<file path="config.mk">
export PLATFORM = sky130hd
export DESIGN_NAME = prog_sequencer
export DESIGN_NICKNAME = d
export VERILOG_FILES = /design/src/rtl/prog_sequencer.sv
export SDC_FILE = /design/constraint.sdc
export NUM_CORES = 1
export LEC_CHECK = 0
export ABC_AREA = 0
export BUFFER_PORTS_ARGS = -buffer_cell sky130_fd_sc_hd__buf_2
export CAP_MARGIN = 10
export CORE_MARGIN = 3
export CORE_UTILIZATION = 40
export DETAILED_ROUTE_END_ITERATION = 10
export PLACE_DENSITY = 0.64
export SYNTH_ARGS = -nofsm -noshare
export SYNTH_HDL_FRONTEND = slang
export SYNTH_SLANG_ARGS = --single-unit
</file>
<file path="constraint.sdc">
create_clock -name Clk -period 3.9 [get_ports Clk]
set_input_delay 0.78 -clock Clk [delete_from_list [all_inputs] [get_ports Clk]]
set_output_delay 0.78 -clock Clk [all_outputs]
set_load 0.1 [all_outputs]
</file>
<file path="src/rtl/prog_sequencer.sv">
// prog_sequencer: program-control and fetch sequencer for the 9-bit-ISA core.
// It selects the program entry point, runs the Start/Ack handshake, handles
// conditional relative/absolute branches and halt, and counts executed cycles.
//
// Optional feature macro: PROG_SEQ_BOUNDS_EN
//   When defined, every next-PC value produced in RUN is checked against the
//   window [entry, entry+PGM_STRIDE-1] of the running program. An out-of-window
//   value ends the run with Ack=1, Error=1, and ProgCtr keeps the last valid
//   address. When undefined, PC arithmetic wraps freely modulo 2**PC_W.
//
// state | meaning
// ------+---------------------------------------------------------------
// IDLE  | after reset, waiting for Start
// LOAD  | Start held high; ProgCtr holds the selected entry point
// RUN   | fetching/executing; Running=1, CycleCt counting
// DONE  | run finished (halt, invalid PgmSel or bounds error); Ack held

module prog_sequencer #(
  parameter int PC_W       = 10,
  parameter int NUM_PGM    = 3,
  parameter int PGM_STRIDE = 256,
  parameter int OFF_W      = 8,
  parameter int CYC_W      = 16,
  parameter int PSEL_W     = 2
) (
  input  logic              Clk,
  input  logic              Reset,
  input  logic              Start,
  input  logic [PSEL_W-1:0] PgmSel,
  input  logic              Halt,
  input  logic              JmpEq,
  input  logic              JmpNe,
  input  logic              AbsEn,
  input  logic              Zero,
  input  logic [PC_W-1:0]   Target,
  input  logic [OFF_W-1:0]  Offset,
  output logic [PC_W-1:0]   ProgCtr,
  output logic              Running,
  output logic              Ack,
  output logic              Error,
  output logic [CYC_W-1:0]  CycleCt
);

  typedef enum logic [1:0] {
    IDLE = 2'd0,
    LOAD = 2'd1,
    RUN  = 2'd2,
    DONE = 2'd3
  } state_t;

  state_t state;
  state_t state_nx;

  logic [PC_W-1:0]  pc_nx;
  logic [CYC_W-1:0] cyc_nx;
  logic             ack_nx;
  logic             err_nx;

  // Program selection: validity and truncated entry address.
  logic             pgm_valid;
  logic [PC_W-1:0]  entry_addr;

  assign pgm_valid  = int'(PgmSel) < NUM_PGM;
  assign entry_addr = PC_W'(int'(PgmSel) * PGM_STRIDE);

  // Candidate next PC in RUN; all arithmetic is modulo 2**PC_W.
  logic             taken;
  logic [PC_W-1:0]  off_ext;
  logic [PC_W-1:0]  pc_seq;
  logic [PC_W-1:0]  pc_rel;
  logic [PC_W-1:0]  pc_cand;
  logic [CYC_W-1:0] cyc_inc;

  assign taken   = (JmpEq & Zero) | (JmpNe & ~Zero);
  assign off_ext = PC_W'($signed(Offset));
  assign pc_seq  = ProgCtr + PC_W'(1);
  assign pc_rel  = ProgCtr + off_ext;
  assign pc_cand = taken ? (AbsEn ? Target : pc_rel) : pc_seq;

  // Saturating cycle counter increment.
  assign cyc_inc = (CycleCt == {CYC_W{1'b1}}) ? CycleCt : CycleCt + CYC_W'(1);

`ifdef PROG_SEQ_BOUNDS_EN
  // Entry address of the program currently loaded/running, kept for the
  // window check. The upper bound is one bit wider so a window reaching the
  // top of the address space does not wrap.
  logic [PC_W-1:0] entry_q;
  logic [PC_W-1:0] entry_nx;
  logic [PC_W:0]   win_hi;
  logic            oob;

  assign win_hi = {1'b0, entry_q} + (PC_W+1)'(PGM_STRIDE - 1);
  assign oob    = (pc_cand < entry_q) || ({1'b0, pc_cand} > win_hi);
`endif

  // Next-state and next-output logic; Start takes priority in every state.
  always_comb begin
    state_nx = state;
    pc_nx    = ProgCtr;
    cyc_nx   = CycleCt;
    ack_nx   = Ack;
    err_nx   = Error;
`ifdef PROG_SEQ_BOUNDS_EN
    entry_nx = entry_q;
`endif
    if (Start) begin
      if (pgm_valid) begin
        state_nx = LOAD;
        pc_nx    = entry_addr;
        cyc_nx   = '0;
        ack_nx   = 1'b0;
        err_nx   = 1'b0;
`ifdef PROG_SEQ_BOUNDS_EN
        entry_nx = entry_addr;
`endif
      end else begin
        state_nx = DONE;
        ack_nx   = 1'b1;
        err_nx   = 1'b1;
      end
    end else begin
      case (state)
        LOAD: begin
          state_nx = RUN;
        end
        RUN: begin
          cyc_nx = cyc_inc;
          if (Halt) begin
            state_nx = DONE;
            ack_nx   = 1'b1;
          end
`ifdef PROG_SEQ_BOUNDS_EN
          else if (oob) begin
            state_nx = DONE;
            ack_nx   = 1'b1;
            err_nx   = 1'b1;
          end
`endif
          else begin
            pc_nx = pc_cand;
          end
        end
        default: begin
          state_nx = state;
        end
      endcase
    end
  end

  // State register.
  always_ff @(posedge Clk) begin
    if (Reset) begin
      state <= IDLE;
    end else begin
      state <= state_nx;
    end
  end

  // Registered datapath outputs.
  always_ff @(posedge Clk) begin
    if (Reset) begin
      ProgCtr <= '0;
      CycleCt <= '0;
      Ack     <= 1'b0;
      Error   <= 1'b0;
    end else begin
      ProgCtr <= pc_nx;
      CycleCt <= cyc_nx;
      Ack     <= ack_nx;
      Error   <= err_nx;
    end
  end

`ifdef PROG_SEQ_BOUNDS_EN
  // Entry address of the loaded program for the window check.
  always_ff @(posedge Clk) begin
    if (Reset) begin
      entry_q <= '0;
    end else begin
      entry_q <= entry_nx;
    end
  end
`endif

  assign Running = (state == RUN);

endmodule

</file>
==> results.sh, run 1 <==
export IMPL_status="completed"
export IMPL_area_growth_pct=18.9
export IMPL_hold_end="Error"
export IMPL_synthArstFlopShare=0
export IMPL_seq_area_frac_synth=0.269
export IMPL_clock_power_share=0.344
export IMPL_rsz0062_at_grt="false"
export IMPL_antenna_cells=0
export IMPL_start_util=0.424
export IMPL_drt_pass1_iter_count=4
export IMPL_placementRows=26
export IMPL_ant_nets=0
export IMPL_setup_violations=0
export IMPL_numCtsBuffers=5
export IMPL_finalCritPeriodShare=0.663
export IMPL_finalWeightedCongestion=0.819
export IMPL_ys_flop_type="dfxtp_1"
export IMPL_hold_viol=0
export IMPL_insertion_delay_ns=0.28
export IMPL_drive_gt1_frac=0.245
export IMPL_final_nets=372
export IMPL_required_ns=4.06
export IMPL_cts_post_setup_buffers_inserted=0
export IMPL_synth_ff_latch_count=30
export IMPL_finClkSkew_ns=0.00483
export IMPL_worst_pin_slew_ns=0.555
export IMPL_cts_tree="done"
export IMPL_layout_cells_non_filler=401
export IMPL_cts_sinks=30
export IMPL_overflow=0
export IMPL_syn_nets=316
export IMPL_crit_arrival_ns=2.75
export IMPL_postCtsHoldBufs=0
export IMPL_final_cell_mix="56 x buf_2, 31 x nor2_1, 30 x dfxtp_1"
export IMPL_netlist_area_sq_um=2230
export IMPL_htreeDepth=2
export IMPL_switchingPower_uw=229
export IMPL_die_h_um=80.7
export IMPL_root_buffer="clkbuf_8"
export IMPL_tns_ns=0
export IMPL_placed_cells=395
export IMPL_synth_edff_count=0
export IMPL_wl_per_cell_um=14.8
export IMPL_reg2regPathDepth=8
export IMPL_critPathKind="in2reg"
export IMPL_power_internal_uw=497
export IMPL_pwr_share_comb=0.213
export IMPL_vdd_drop_max_mv=0.127
export IMPL_reg2reg_to="ProgCtr[8]"
export IMPL_vias=2312
export IMPL_synthCells=276
export IMPL_yosys_warnings=0
export IMPL_p_leak_uw=0.00108
export IMPL_antenna_found_initial=0
export IMPL_drt_iter0_drc=135
export IMPL_seq_area_sq_um=601
export IMPL_drv_cap=0
export IMPL_clk_path_buf_depth=2
export IMPL_fill_cells=551
export IMPL_period_needed_ns=2.59
export IMPL_p_seq_frac=0.443
export IMPL_grt_max_degree=17
export IMPL_die_area_sq_um=6520
export IMPL_grt_first_pass_wirelength_um=9870
export IMPL_ios=57
export IMPL_track_usage=0.193
export IMPL_path_clk_slew_ns=0.06
export IMPL_max_clock_freq_mhz=387
export IMPL_drc=0
export IMPL_avgSynthCellArea_sq_um=8.10
export IMPL_cp_start_kind="input port"
export IMPL_totalWireLength_um=5940
export IMPL_first_global_vias=2053
export IMPL_report_final_slew_viol_count=0
export IMPL_synth_cell_types=66
export IMPL_r2r_slack_ns=1.38
export IMPL_switching_share=0.315
export IMPL_portBuffers=56
export IMPL_end_kind="flop"
export IMPL_hold_depth=2
export IMPL_ctsResizeCount=0
export IMPL_r2r_start="ProgCtr[0]"
export IMPL_hold_path_class="reg2reg"
export IMPL_fp_dieW_um=80.7
export IMPL_multiInputGateArea_sq_um=1540
export IMPL_post_dp_hpwl_um=4520
export IMPL_whs_ns=0.467
export IMPL_routed_via_density=5.77
export IMPL_critPathMaxFanout=3
export IMPL_fp_coreArea_sq_um=5270
export IMPL_layout_commonest_cell="buf_2"
export IMPL_p_per_area_nw_per_um2=273
export IMPL_hp_start="Error"
export IMPL_slew_headroom=0.620
==> logic make-up after synthesis <==
logic type,after synthesis,synth area share
compound gates,84,0.269
xor+xnor,14,0.0549
fa+ha+maj,12,0.0705
buf+inv,23,0.0414
flops,30,0.269
mux,5,0.0230
simple gates,108,0.272
==> layout make-up <==
class,count,share of cell area
clock buffers,6,0.0311
inverters,15,0.0212
multi-input cells,223,0.580
flip-flops and latches,30,0.226
well taps,70,0.0330
repair buffers,57,0.108
==> metrics by stage <==
step	utilization	setup slack (ns)	power [uW]	instance area (sq um)
final	0.504	1.31	726	2660
after global routing	0.504	1.20	762	2660
after CTS	0.504	1.33	733	2660
after detailed placement	0.488	1.04	483	2570
after global placement	0.488	1.08	483	2570
after floorplan	-	0.845	440	2230
==> power groups by stage <==
stage / Sequential [uW] / Combinational, uW / Clock [uW]
global route: 323 / 170 / 269
global placement: 328 / 154 / 0
CTS: 322 / 155 / 256
floorplan: 359 / 80.6 / 0
finish: 322 / 155 / 249
detailed placement: 329 / 154 / 0
==> flip-flops by register name, indices dropped and copies added (netlist names) <==
register	count
Ack	1
Error	1
state	2
ProgCtr	10
CycleCt	16
==> critical path, stage by stage <==
cell      delay (ns)
buf_2           0.08
ha_1            0.18
inv_1           0.06
fa_1            0.40
nor2b_1         0.17
o211ai_1        0.14
a221o_1         0.36
a32o_1          0.25
or3_1           0.33
==> worst max-delay path by stage <==
stage	cells after the start	to	slack [ns]	start
global route	9	ProgCtr[8]	1.20	Offset[0]
global placement	9	ProgCtr[8]	1.08	Offset[0]
finish	9	ProgCtr[8]	1.31	Offset[0]
detailed placement	9	ProgCtr[8]	1.04	Offset[0]
CTS	9	ProgCtr[8]	1.33	Offset[0]
floorplan	8	ProgCtr[8]	0.84	ProgCtr[0]
==> synthesized netlist by cell type (5+ instances only) <==
cell type | number | area, sq um
nor3_1 | 9 | 45.0
clkbuf_1 | 5 | 18.8
xnor2_1 | 6 | 52.6
nand2_1 | 22 | 82.6
nand4_1 | 5 | 31.3
nand3_1 | 10 | 50.1
dfxtp_1 | 30 | 601
nor2_1 | 31 | 116
inv_1 | 14 | 52.6
a21oi_1 | 15 | 75.1
a211oi_1 | 5 | 37.5
ha_1 | 11 | 138
o211ai_1 | 8 | 60.1
xor2_1 | 8 | 70.1
o21ai_0 | 14 | 70.1
==> per-layer routing <==
metal	wire length [um]	global-route usage
met5	0	0
met4	69	0.0608
met3	362	0.0421
met2	2560	0.289
met1	2940	0.275
Note: power is estimated with default switching activity, not from simulation.
==> inputs of run 2 (changes only) <==
- clock period: 3.9 -> 2.7 ns (I/O delays scaled with it)
==> run 2 against run 1 <==
  * Via count is essentially flat
  * Clock skew about the same
  * Count of clock-buffer cells in the layout decreased by 1
  * Combinational power is 45% higher
  * Utilization is 0.40 points higher
  * Clock power increased by 41%
  * Global-route usage fell by 0.69 points
  * Critical path depth shrank 1
  * Critical path type is now reg2reg
  * Largest cell class unchanged
==> results.sh, run 2 (synthesis gave the netlist of run 1 again) <==
export IMPL_status="completed"
export IMPL_top_register="CycleCt"
export IMPL_placed_area_sq_um=2600
export IMPL_drv_cap=0
export IMPL_area_growth_pct=19.8
export IMPL_crit_path_cell_trace="ha_1 -> inv_1 -> fa_1 -> nor2b_1 -> o211ai_1 -> a221o_1 -> a32o_1 -> or3_1"
export IMPL_hold_path_class="reg2reg"
export IMPL_track_usage=0.186
export IMPL_totalWireLength_um=5910
export IMPL_die_h_um=80.7
export IMPL_critPathKind="reg2reg"
export IMPL_seq_area_sq_um=603
export IMPL_antenna_cells=0
export IMPL_multiInputGateArea_sq_um=1540
export IMPL_antenna_found_initial=0
export IMPL_end_kind="flop"
export IMPL_insertion_delay_ns=0.29
export IMPL_finClkSkew_ns=0.00435
export IMPL_crit_family="compound AO/OA/AOI/OAI gates"
export IMPL_root_buffer="clkbuf_8"
export IMPL_report_final_slew_viol_count=0
export IMPL_top_regs="CycleCt x16, ProgCtr x10, state x2"
export IMPL_p_leak_uw=0.00110
export IMPL_first_global_vias=1988
export IMPL_fill_cells=554
export IMPL_fp_coreArea_sq_um=5270
export IMPL_drt_iter0_drc=108
export IMPL_pre_cts_slack_ns=0.0407
export IMPL_vias=2310
export IMPL_portBuffers=56
export IMPL_grt_max_degree=17
export IMPL_layout_commonest_cell="buf_2"
export IMPL_critPathMaxFanout=7
export IMPL_cts_tree="done"
export IMPL_vdd_drop_max_mv=0.174
export IMPL_postCtsHoldBufs=0
export IMPL_crit_start="ProgCtr[0]"
export IMPL_ant_nets=0
export IMPL_start_util=0.424
export IMPL_hold_viol=0
export IMPL_drive_gt1_frac=0.260
export IMPL_wl_per_cell_um=14.6
export IMPL_critPathBufInv=1
export IMPL_drc=0
export IMPL_max_stage_delay_ns=0.39
export IMPL_finalWeightedCongestion=0.797
export IMPL_routed_via_density=5.70
export IMPL_fin_ws_ns=0.269
export IMPL_r2r_start="ProgCtr[0]"
export IMPL_largest_reg_flops=16
export IMPL_max_clock_freq_mhz=411
export IMPL_final_cell_mix="56 x buf_2, 31 x nor2_1, 28 x dfxtp_1"
export IMPL_cts_sinks=30
export IMPL_ios=57
export IMPL_post_dp_hpwl_um=4510
export IMPL_grt_first_pass_wirelength_um=9600
export IMPL_worst_pin_slew_ns=0.634
export IMPL_path_clk_slew_ns=0.07
export IMPL_htreeDepth=2
export IMPL_finalCritPeriodShare=0.900
export IMPL_setup_violations=0
export IMPL_clk_path_buf_depth=2
export IMPL_final_nets=375
export IMPL_cp_slowest_cell="dfxtp_2"
export IMPL_die_area_sq_um=6520
export IMPL_fin_area_sq_um=2680
export IMPL_rsz0062_at_grt="false"
export IMPL_required_ns=2.87
export IMPL_cp_start_kind="flop"
export IMPL_ctsResizeCount=0
export IMPL_fp_dieW_um=80.7
export IMPL_hp_start="Ack"
export IMPL_drt_pass1_iter_count=5
export IMPL_period_needed_ns=2.43
export IMPL_cts_post_setup_buffers_inserted=0
export IMPL_numCtsBuffers=5
export IMPL_p_per_area_nw_per_um2=388
export IMPL_overflow=0
export IMPL_slew_headroom=0.566
export IMPL_crit_arrival_ns=2.61
export IMPL_tns_ns=0
export IMPL_placementRows=26
==> run 2: changes by cell type in the layout (fill, tap and decap cells not counted) <==
cell      previous run  this run
clkinv_2             0         2
clkbuf_8             6         5
dfxtp_2              0         2
dfxtp_1             30        28
buf_4                1         4
==> run 2: per-layer routing <==
metal	up-vias	share of wire	GRT usage
met3	7	0.062	0.0410
met1	1063	0.50	0.272
li1	1169	-	-
met5	-	0	0
met4	0	0.011	0.0591
met2	71	0.42	0.270
==> run 2: where the power goes <==
group | total [uW] | leakage, uW | internal, uW | switching [uW]
clock network | 350 | 0.0000438 | 173 | 177
registers | 465 | 0.000244 | 452 | 13.0
logic | 225 | 0.000811 | 71.8 | 153
==> run 2: layout make-up <==
class	instances	area share
clock buffer	5	0.0257
clock inverter	2	0.00374
inverter	15	0.0210
multi-input combinational	223	0.576
sequential	30	0.225
tap	70	0.0327
timing repair buffer	60	0.116
==> run 2: metrics by stage <==
stage	utilization	power, uW	hold WS, ns	cells
final	0.508	1040	0.491	405
after global routing	0.508	1090	0.540	405
after CTS	0.508	1050	0.496	405
after detailed placement	0.493	699	0.476	398
after global placement	0.493	698	0.452	398
after floorplan	-	636	0.566	276
==> run 2: worst paths after layout <==
kind,end,slack [ns],cells after the start
hold / removal,Ack,0.49,2
setup / recovery,ProgCtr[8],0.27,8
setup reg to reg,ProgCtr[8],0.27,8
hold reg to reg,Ack,0.49,2
==> run 2: worst reg2reg max path: cells and delay by family, from the launching register on <==
family | cells | cell delay, ns
AOI/OAI and AO/OA | 3 | 0.77
buffers and inverters | 1 | 0.06
DFF | 1 | 0.39
and+or+nand+nor | 2 | 0.50
adders and majority gates | 2 | 0.60
